### config.mk
export PLATFORM = sky130hd
export DESIGN_NAME = inst_fetch_flat
export DESIGN_NICKNAME = d
export VERILOG_FILES = /design/src/rtl/inst_fetch_pkg.sv /design/src/rtl/inst_fetch_if.sv /design/src/rtl/inst_fetch_if_buf.sv /design/src/rtl/inst_fetch.sv /design/src/flat_wrapper.sv
export SDC_FILE = /design/constraint.sdc
export NUM_CORES = 1
export LEC_CHECK = 0
export CAP_MARGIN = 0
export CELL_PAD_IN_SITES_DETAIL_PLACEMENT = 1
export CELL_PAD_IN_SITES_GLOBAL_PLACEMENT = 2
export CORE_MARGIN = 2
export CORE_UTILIZATION = 34
export CTS_CLUSTER_DIAMETER = 30
export DETAILED_ROUTE_END_ITERATION = 10
export GPL_ROUTABILITY_DRIVEN = 0
export PLACE_DENSITY = 0.83
export SYNTH_ARGS = -nofsm -noshare
export SYNTH_HDL_FRONTEND = slang
export SYNTH_HIERARCHICAL = 1
export SYNTH_SLANG_ARGS = --single-unit
### constraint.sdc
create_clock -name clk -period 4.5 [get_ports clk]
set_input_delay 0.675 -clock clk [delete_from_list [all_inputs] [get_ports clk]]
set_output_delay 0.675 -clock clk [all_outputs]
set_load 0.01 [all_outputs]
### src/rtl/inst_fetch_pkg.sv
// Shared types and constants for the instruction-fetch stage.
// Holds the reset PC, the fault-entry NOP word and the buffer entry layout.
package inst_fetch_pkg;

  localparam logic [31:0] RESET_PC_DEF = 32'h0000_0000;  // reset value lives in the pc register
  localparam logic [31:0] NOP_INST_DEF = 32'h0000_0013;

  localparam int PC_W   = 32;
  localparam int INST_W = 32;

  typedef struct packed {
    logic [PC_W-1:0]   pc;
    logic [INST_W-1:0] inst;
    logic              fault;
  } fetch_ent_t;

  localparam int ENT_W = $bits(fetch_ent_t);

endpackage

### src/rtl/inst_fetch_if.sv
// Instruction-memory request/grant/response bus plus the decode valid/ready port.
// master is the fetch-stage view; slave is the memory/decode environment view.
interface inst_fetch_if;

  logic        imem_req;
  logic [31:0] imem_addr;
  logic        imem_gnt;
  logic        imem_rvalid;
  logic [31:0] imem_rdata;
  logic        imem_err;

  logic        id_valid;
  logic        id_ready;
  logic [31:0] id_pc;
  logic [31:0] id_inst;
  logic        id_fault;

  modport master (
    output imem_req, imem_addr,
    input  imem_gnt, imem_rvalid, imem_rdata, imem_err,
    output id_valid, id_pc, id_inst, id_fault,
    input  id_ready
  );

  modport slave (
    input  imem_req, imem_addr,
    output imem_gnt, imem_rvalid, imem_rdata, imem_err,
    input  id_valid, id_pc, id_inst, id_fault,
    output id_ready
  );

endinterface

### src/rtl/inst_fetch_if_buf.sv
// Two-entry synchronous FIFO with a flush that empties it in one cycle.
// The head word comes straight from the storage registers.
module if_buf #(
  parameter int W = 32
) (
  input  logic         clk,
  input  logic         rst,
  input  logic         flush,
  input  logic         push,
  input  logic [W-1:0] wdata,
  input  logic         pop,
  output logic [W-1:0] head,
  output logic [1:0]   count
);

  logic [W-1:0] mem [2];
  logic         wptr;
  logic         rptr;

  always_ff @(posedge clk or posedge rst) begin
    if (rst) begin
      mem[0] <= '0;
      mem[1] <= '0;
      wptr   <= 1'b0;
      rptr   <= 1'b0;
      count  <= 2'd0;
    end else if (flush) begin
      wptr  <= 1'b0;
      rptr  <= 1'b0;
      count <= 2'd0;
    end else begin
      if (push) begin
        mem[wptr] <= wdata;
        wptr      <= ~wptr;
      end
      if (pop) rptr <= ~rptr;
      count <= count + {1'b0, push} - {1'b0, pop};
    end
  end

  assign head = mem[rptr];

endmodule

### src/rtl/inst_fetch.sv
// Instruction-fetch stage: issues pc to instruction memory, tracks outstanding
// grants, buffers returned words for decode and discards stale responses on redirect.
module inst_fetch
  import inst_fetch_pkg::*;
#(
  parameter logic [31:0] NOP_INST = NOP_INST_DEF
) (
  input  logic         clk,
  input  logic         rst,
  input  logic [31:0]  pc,
  output logic         pc_en,
  input  logic         flush,
  inst_fetch_if.master bus
);

  logic [1:0]  outst;
  logic [2:0]  drop;
  logic        fault_pending;

  logic [1:0]  buf_count;
  logic [1:0]  pcq_count;
  logic [31:0] pcq_head;
  fetch_ent_t  ent_in;
  fetch_ent_t  ent_out;

  logic        deq;
  logic        gnt_acc;
  logic        live_resp;
  logic        mis_enq;
  logic        buf_push;
  logic [2:0]  used;

  assign bus.id_valid = (buf_count != 2'd0);
  assign deq          = bus.id_valid && bus.id_ready && !flush;

  // A same-cycle dequeue frees its slot for the request issued now; this keeps
  // one fetch per cycle in steady state while still holding outst + count <= 2.
  assign used = {1'b0, outst} + {1'b0, buf_count} - {2'b00, deq};

  assign bus.imem_req  = !rst && !flush && !fault_pending &&
                         (pc[1:0] == 2'b00) && (used < 3'd2);
  assign bus.imem_addr = pc;
  assign gnt_acc       = bus.imem_req && bus.imem_gnt;
  assign pc_en         = gnt_acc;

  assign live_resp = bus.imem_rvalid && !flush && (drop == 3'd0) && (pcq_count != 2'd0);

  assign mis_enq = !flush && !fault_pending && (pc[1:0] != 2'b00) &&
                   (outst == 2'd0) && (drop == 3'd0) &&
                   ((buf_count != 2'd2) || deq);

  assign buf_push = live_resp || mis_enq;

  always_comb begin
    ent_in = '0;
    if (live_resp) begin
      ent_in.pc    = pcq_head;
      ent_in.inst  = bus.imem_rdata;
      ent_in.fault = bus.imem_err;
    end else begin
      ent_in.pc    = pc;
      ent_in.inst  = NOP_INST;
      ent_in.fault = 1'b1;
    end
  end

  always_ff @(posedge clk or posedge rst) begin
    if (rst) begin
      outst         <= 2'd0;
      drop          <= 3'd0;
      fault_pending <= 1'b0;
    end else if (flush) begin
      // Everything still in flight becomes stale; a response landing now is one of them.
      outst         <= 2'd0;
      drop          <= drop + {1'b0, outst} -
                       {2'b00, bus.imem_rvalid && ((drop != 3'd0) || (outst != 2'd0))};
      fault_pending <= 1'b0;
    end else begin
      outst <= outst + {1'b0, gnt_acc} - {1'b0, live_resp};
      if (bus.imem_rvalid && (drop != 3'd0)) drop <= drop - 3'd1;
      if (mis_enq || (live_resp && bus.imem_err)) fault_pending <= 1'b1;
    end
  end

  if_buf #(.W(PC_W)) u_pcq (
    .clk   (clk),
    .rst   (rst),
    .flush (flush),
    .push  (gnt_acc),
    .wdata (pc),
    .pop   (live_resp),
    .head  (pcq_head),
    .count (pcq_count)
  );

  if_buf #(.W(ENT_W)) u_buf (
    .clk   (clk),
    .rst   (rst),
    .flush (flush),
    .push  (buf_push),
    .wdata (ent_in),
    .pop   (deq),
    .head  (ent_out),
    .count (buf_count)
  );

  assign bus.id_pc    = ent_out.pc;
  assign bus.id_inst  = ent_out.inst;
  assign bus.id_fault = ent_out.fault;

endmodule

### src/flat_wrapper.sv
// flat-port wrapper written by rule: the top's interface ports become plain ports
module inst_fetch_flat import inst_fetch_pkg::*;
#(
  parameter logic [31:0] NOP_INST = NOP_INST_DEF
)
  (clk, rst, pc, pc_en, flush, bus_imem_req, bus_imem_addr, bus_imem_gnt, bus_imem_rvalid, bus_imem_rdata, bus_imem_err, bus_id_valid, bus_id_pc, bus_id_inst, bus_id_fault, bus_id_ready);
  inst_fetch_if bus_i ();
  input  logic clk;
  input  logic rst;
  input  logic [31:0] pc;
  output logic pc_en;
  input  logic flush;
  output wire logic [$bits(bus_i.imem_req)-1:0] bus_imem_req;
  output wire logic [$bits(bus_i.imem_addr)-1:0] bus_imem_addr;
  input wire logic [$bits(bus_i.imem_gnt)-1:0] bus_imem_gnt;
  input wire logic [$bits(bus_i.imem_rvalid)-1:0] bus_imem_rvalid;
  input wire logic [$bits(bus_i.imem_rdata)-1:0] bus_imem_rdata;
  input wire logic [$bits(bus_i.imem_err)-1:0] bus_imem_err;
  output wire logic [$bits(bus_i.id_valid)-1:0] bus_id_valid;
  output wire logic [$bits(bus_i.id_pc)-1:0] bus_id_pc;
  output wire logic [$bits(bus_i.id_inst)-1:0] bus_id_inst;
  output wire logic [$bits(bus_i.id_fault)-1:0] bus_id_fault;
  input wire logic [$bits(bus_i.id_ready)-1:0] bus_id_ready;
  assign bus_imem_req = bus_i.imem_req;
  assign bus_imem_addr = bus_i.imem_addr;
  assign bus_i.imem_gnt = bus_imem_gnt;
  assign bus_i.imem_rvalid = bus_imem_rvalid;
  assign bus_i.imem_rdata = bus_imem_rdata;
  assign bus_i.imem_err = bus_imem_err;
  assign bus_id_valid = bus_i.id_valid;
  assign bus_id_pc = bus_i.id_pc;
  assign bus_id_inst = bus_i.id_inst;
  assign bus_id_fault = bus_i.id_fault;
  assign bus_i.id_ready = bus_id_ready;
  inst_fetch #(.NOP_INST(NOP_INST)) u_core (.clk(clk), .rst(rst), .pc(pc), .pc_en(pc_en), .flush(flush), .bus(bus_i));
endmodule
# Word-level counts from Yosys, hierarchy flattened
# Index checks and enable logic that the tools add are counted.
[totals] out_inout_bits=100 wordCells=112 input_bits=71 regBits=208
[op_classes] bitwise=9 add_sub_neg=11 n_mux=28 order_cmp=7 n_eq_ne=1 n_reduce_logical=43
[ops] cell="$mux W65" n=5
[ops] cell="$bwmux W130" n=1
[ops] cell="$mux W32" n=4
[ops] cell="$demux W65 S1" n=1
[ops] cell="$bwmux W64" n=1
[ops] cell="$demux W32 S1" n=1
[ops] cell="$logic_and A1 B1 Y1" n=20
[ops] cell="$reduce_bool A2 Y1" n=10
[ops] cell="$mux W1" n=10
[ops] cell="$ge A2 B2 Y1 const B" n=4
[ops] cell="$not A1 Y2" n=4
[ops] cell="$add A2 B1 Y2" n=3
[ops] cell="$mux W2" n=3
[ops] cell="$mux W3" n=2
[ops] cell="$sub A2 B1 Y2" n=3
[ops] cell="$sub A3 B1 Y3" n=2
[ops] cell="$not A1 Y1" n=5
[ops] cell="$logic_not A2 Y1" n=2
[ops] cell="$logic_or A1 B1 Y1" n=4
[ops] cell="$lt A2 B1 Y1 const B" n=2
[ops] cell="$reduce_and A2 Y1" n=2
[ops] cell="$add A2 B2 Y3" n=1
[ops] cell="$add A3 B2 Y3" n=1
[ops] cell="$logic_not A1 Y1" n=3
[ops] cell="other kinds (5)" n=5

# Depth between registers and ports, before layout
[logic_depth] word_depth=10 mapped_depth=13

# By module
# The synthesis kept the hierarchy.
[by_module_without_submodules] mod="if_buf at u_core.u_buf" n_inst=1 area_per_inst_um2=6027.0 cells_each=364
[by_module_without_submodules] mod="if_buf at u_core.u_pcq" n_inst=1 area_per_inst_um2=3002.9 cells_each=188
[by_module_without_submodules] mod="inst_fetch" n_inst=1 area_per_inst_um2=1465.2 cells_each=170

# Worst setup path before layout
# OpenSTA, ideal clock, no wires.
[synth_timing] kind="input to register" from="input flush" to="register u_core/u_pcq/mem[52] (netlist bit)" setup_ns=0.125 required_ns=4.375 cell_stages=10 setup_slack_ns=0.937 arrival_ns=3.439 path_cell_list="nand2b_1 nor3_1 o21ai_0 fa_1 xnor2_1 nor4_1 and2_1 nor3b_4 buf_6 mux2_2"
[synth_between] elab_chain_len=7 word_cells_on_any_way=11 cone_classes="add/sub: 1; order compare: 1; bitwise: 1; reduce/logical: 8"
[synth_lines] item="start: declaration" line_no="flat_wrapper.sv:12" source="input logic flush;"
[synth_lines] item="$logic_not A1 Y1 *" line_no="inst_fetch.sv:34, inst_fetch.sv:40"
[synth_lines] item="$logic_and A1 B1 Y1, on equally long branches" line_no="inst_fetch.sv:34, inst_fetch.sv:40"
[synth_lines] item="$sub A3 B1 Y3 / $logic_and A1 B1 Y1 (equally long branches)" line_no="inst_fetch.sv:38, inst_fetch.sv:40"
[synth_lines] item="$lt A3 B2 Y1 / $logic_and A1 B1 Y1 (equally long branches)" line_no="inst_fetch.sv:41, inst_fetch.sv:40"
[synth_lines] item="$logic_and A1 B1 Y1 *" line_no="inst_fetch.sv:41" source="(pc[1:0] == 2'b00) && (used < 3'd2);"
[synth_lines] item="named net bus_imem_req" line_no="flat_wrapper.sv:13" source="output wire logic [$bits(bus_i.imem_req)-1:0] bus_imem_req;"
[synth_lines] item="$logic_and A1 B1 Y1 *" line_no="inst_fetch.sv:43" source="assign gnt_acc = bus.imem_req && bus.imem_gnt;"
[synth_lines] item="named net pc_en" line_no="flat_wrapper.sv:11" source="output logic pc_en;"
[synth_lines] item="$reduce_and A2 Y1 (no source line) *"
[synth_lines] item="end signal: indexed assignment" line_no="inst_fetch_if_buf.sv:33" source="mem[wptr] <= wdata;"
[synth_lines] item="end: declaration" line_no="inst_fetch_if_buf.sv:16" source="logic [W-1:0] mem [2];"
# Mark *: on every way through the listed nets, which the timed path passes. The rest lies on a longest branch.
# A chain may end at the register's enable or synchronous reset.

# Worst setup path in the final report
[layout_timing] from="input flush" to="output pc_en"
[layout_between] elab_chain_len=6 word_cells_on_any_way=9 cone_classes="add/sub: 1; order compare: 1; reduce/logical: 7"
[layout_lines] item="$logic_not A1 Y1 *" line_no="inst_fetch.sv:34, inst_fetch.sv:40"
[layout_lines] item="$logic_and A1 B1 Y1, on equally long branches" line_no="inst_fetch.sv:34, inst_fetch.sv:40"
[layout_lines] item="$sub A3 B1 Y3 / $logic_and A1 B1 Y1 (equally long branches)" line_no="inst_fetch.sv:38, inst_fetch.sv:40"
[layout_lines] item="$lt A3 B2 Y1 / $logic_and A1 B1 Y1 (equally long branches)" line_no="inst_fetch.sv:41, inst_fetch.sv:40"
[layout_lines] item="$logic_and A1 B1 Y1 *" line_no="inst_fetch.sv:41"
[layout_lines] item="$logic_and A1 B1 Y1 *" line_no="inst_fetch.sv:43"
[layout_lines] item="end: declaration" line_no="flat_wrapper.sv:11"
# Every way passes the cells marked *; elsewhere a longest branch is shown, timed or not.

==> run summary <==
The flow ran to the end, and the final reports show no timing, DRC or antenna violations. A synthesized cell averages between 10 and 15 sq um. TritonCTS built the clock tree. In the synthesized netlist, the cells that appear most often are sky130_fd_sc_hd__mux2_2, sky130_fd_sc_hd__dfrtp_1, sky130_fd_sc_hd__mux2_1.

The launch instance of the worst min-delay path is u_core/drop[2]. The total number of vias came out at around 6300. sky130_fd_sc_hd__dfrtp_1 takes more of the synthesized area than any other cell. In this run the critical register-to-register path is launched from u_core/u_buf/count[1]. Synthesis instantiated 35 different standard cells from the library.

The final count of negative-setup-slack endpoints is 0. In the synthesized netlist the dominant register cell turns out to be sky130_fd_sc_hd__dfrtp_1. sky130_fd_sc_hd__mux2_2 is the most common cell in the netlist. The count of mapped cells out of synthesis came out at a little over 700.

The max-capacitance violation count came out at 0. Measured along the x axis, the die boundary spans approximately 180 microns. The remaining design rule violation count is 0. The finished layout holds approximately 1300 standard cells, fillers aside. Summed over all layers, the global routing overflow is 0. The final routed wire length divided by cell count is between 15 and 20 microns. The combinational group share of total power is 0.196. In this run the cell area measured after placement is roughly 0.012 sq mm. The final number of hold-violating endpoints is 0. The share of the Yosys chip area taken by registers is 0.496. In this run the static leakage power is ~6.6 nW. The maximum vdd ir drop came out at between 0.4 and 0.5 mV. The post-CTS setup buffer count came out at 0.

The power share of the clock group came out at 0.494. The worst hold path class is register to register. The H-tree generated during clock tree synthesis spans 2 levels. The number of buffers inserted during clock tree synthesis is 53. The full die area is ~0.032 sq mm.

The actual transition at the worst max-transition pin came out at ~1.1 ns. The achievable frequency came out at 247 MHz. The worst setup path is captured at an output port. The synthesis warning total came out at 6. The number of enable flip-flop cells after synthesis is 0.

The detailed-routing iteration count for the pre-antenna-repair pass came out at 4. The quantity of hold-fixing buffers added after cts came out at 0. The ratio of cells with drive above 1 in the final layout came out at 0.415. The die boundary height came out at about 180 microns. Of the available clock period, the critical path in the final layout requires 0.899.

The via count normalized by instance count came out at 4.76. The core area came out at a little over 0.03 sq mm. The area growth from synthesis to final layout came out at 34.7%. The critical path class is primary input to output port. For this block, the routed nets add up to 24500 microns of wire. The number of global-route vias before repair came out at 7261. The number of nets in the final layout is 972.

After synthesis, the share of flip-flops with an asynchronous set or reset is 1.00. The placement row count is between 60 and 70. The clock input transition at the sequential cells of the worst setup and hold paths came out at around 0.040 ns.

The global-route wire length before repair is ~40000 microns. The number of antenna violations at the first check in global routing is 0. The relative slew slack came out at 0.255. Once layout is done, the placed cells without fillers occupy between 0.01 and 0.015 sq mm. The count of fill cells added during filler insertion came out at roughly 3000.

The internal power component is around 0.006 W. Of the post-synthesis cell area, the dominant cell type holds 0.496. The maximum number of pins on one net before global-route repair came out at just over 80. The switching fraction of total power came out at 0.247.

The total power divided by cell area came out at 563 mW/mm^2. Setup repair after global routing left no endpoint under its margin. After detailed placement, the design holds a cell count of approximately 1200.

The worst setup path is launched from a primary input. The boundary pin count is 171. For the worst-skew pair, the clock arrives at the later sink with an insertion delay of ~0.54 ns. The critical-path maximum fanout came out at 4.

For this configuration, the core starts out at a cell density of 0.344. In this run, synthesis produced a sequential element count of roughly 210. Setup total negative slack on the finished layout was measured at 0 ns. The overall track demand over capacity in global routing came out at 0.155.

The post-cts sizing count is 0. The shortest clock period the worst path allows after layout is roughly 4.0 ns. The data required time at the worst endpoint is 3.83 ns. The total count of max-transition violations in the final report is 0.

The number of clock sinks seen by CTS came out at ~210. Tracing the worst setup path back leads to its startpoint at flush. Clock tree synthesis selected as its root buffer the cell sky130_fd_sc_hd__clkbuf_16. The arrival time reported for the critical path endpoint is ~3.4 ns. The worst clock skew came out at 0.0198 ns. The synthesized net count is between 800 and 900. The antenna violation net count after detailed routing came out at 0. The half-perimeter wire length after detailed placement is between 10000 and 15000 microns.

The power spent charging and discharging nets came out at 0.00197 W. Port buffering added 170 buffers. The mapped cell area is ~0.010 sq mm. The largest buffer count on any clock path came out at 3. The antenna diode instance count came out at 0. The initial detailed-routing violation count came out at about 170. The power share of the sequential group came out at 0.310. By area the synthesized netlist is led by sky130_fd_sc_hd__dfrtp_1, sky130_fd_sc_hd__mux2_2, sky130_fd_sc_hd__mux2_4, sky130_fd_sc_hd__mux2_1, sky130_fd_sc_hd__buf_4.
==> logic make-up after synthesis <==
kind of cell / count (synthesis) / synth area share
AO/OA/AOI/OAI: 8 / 0.00441
XOR/XNOR: 12 / 0.0126
adder cells (fa/ha/maj): 14 / 0.0181
buffers and inverters: 88 / 0.0620
flip-flops: 208 / 0.496
multiplexers: 323 / 0.364
AND/OR/NAND/NOR: 69 / 0.0424
==> power by group through the flow <==
stage,Combinational [W],Clock (W),Sequential [W]
after detailed placement,0.00157,0,0.00249
after global routing,0.00170,0.00414,0.00253
after global placement,0.00154,0,0.00248
final,0.00156,0.00393,0.00247
after CTS,0.00160,0.00402,0.00248
after floorplan,0.000995,0,0.00240
==> state kept, by name, indices dropped and copies added, names as in the netlist <==
register	flops
u_core/u_pcq/wptr	1
u_core/u_pcq/count	2
u_core/u_pcq/rptr	1
u_core/u_pcq/mem	64
u_core/u_buf/wptr	1
u_core/outst	2
u_core/u_buf/count	2
u_core/u_buf/mem	130
u_core/drop	3
u_core/u_buf/rptr	1
u_core/fault_pending	1
==> path summary, 6_finish.rpt <==
check / end / slack [ns] / cells past startpoint
worst max-delay path: pc_en / 0.45 / 9
worst min-delay path: u_core/drop[2] / 0.47 / 1
worst max register to register: u_core/u_pcq/mem[57] / 1.31 / 11
worst min register to register: u_core/drop[2] / 0.47 / 1
max in group asynchronous: u_core/u_pcq/mem[18] / 2.67 / 3
min in group asynchronous: u_core/fault_pending / 0.61 / 2
==> cell usage in the layout (no fill, tap or decap), drive strengths merged, types with 3 or more instances in the layout <==
cell type / Yosys / routed
a21oi: 3 / 3
and2: 31 / 31
buf: 66 / 11
bufinv: 0 / 7
clkbuf: 5 / 70
clkdlybuf4s50: 0 / 170
clkinv: 0 / 13
clkinvlp: 0 / 7
dfrtp: 208 / 208
ha: 12 / 12
inv: 17 / 18
mux2: 323 / 323
nand2: 4 / 4
nand2b: 6 / 6
nand3: 3 / 3
nand3b: 3 / 3
nor2: 9 / 9
nor2b: 4 / 4
nor3: 3 / 3
o21ai: 3 / 3
xnor2: 7 / 7
xor2: 3 / 3
==> layer usage <==
layer	global-route usage	part of all wire
met4	0.0472	0.017
met1	0.200	0.45
met2	0.261	0.49
met3	0.0326	0.040
met5	0	0
==> cell type report <==
class | count | area (sq um) | area share
clock buffer | 70 | 1520 | 0.108
clock inverter | 28 | 370 | 0.0262
inverter | 17 | 68.8 | 0.00487
multi-input combinational | 426 | 4650 | 0.329
sequential | 208 | 5210 | 0.369
tap | 396 | 495 | 0.0351
timing repair buffer | 181 | 1820 | 0.129
==> critical path, cell delays in order <==
cell                              delay (ns)
sky130_fd_sc_hd__clkdlybuf4s50_1        0.41
sky130_fd_sc_hd__nand2b_1               0.20
sky130_fd_sc_hd__nor3_1                 0.30
sky130_fd_sc_hd__o21ai_0                0.19
sky130_fd_sc_hd__fa_1                   0.52
sky130_fd_sc_hd__nand3_1                0.08
sky130_fd_sc_hd__nor4_1                 0.26
sky130_fd_sc_hd__and2_1                 0.20
sky130_fd_sc_hd__clkdlybuf4s50_1        0.54
==> per-stage QoR <==
stage / power [W] / hold WS [ns] / worst slack, ns / util
3_3_place_gp: 0.00402 / 0.463 / 0.538 / 0.401
3_5_place_dp: 0.00407 / 0.471 / 0.421 / 0.401
2_1_floorplan: 0.00339 / 0.442 / 0.242 / -
5_1_grt: 0.00837 / 0.498 / 0.215 / 0.463
4_1_cts: 0.00809 / 0.476 / 0.376 / 0.463
6_report: 0.00796 / 0.471 / 0.455 / 0.463
Power figures use the tool's default switching activity.
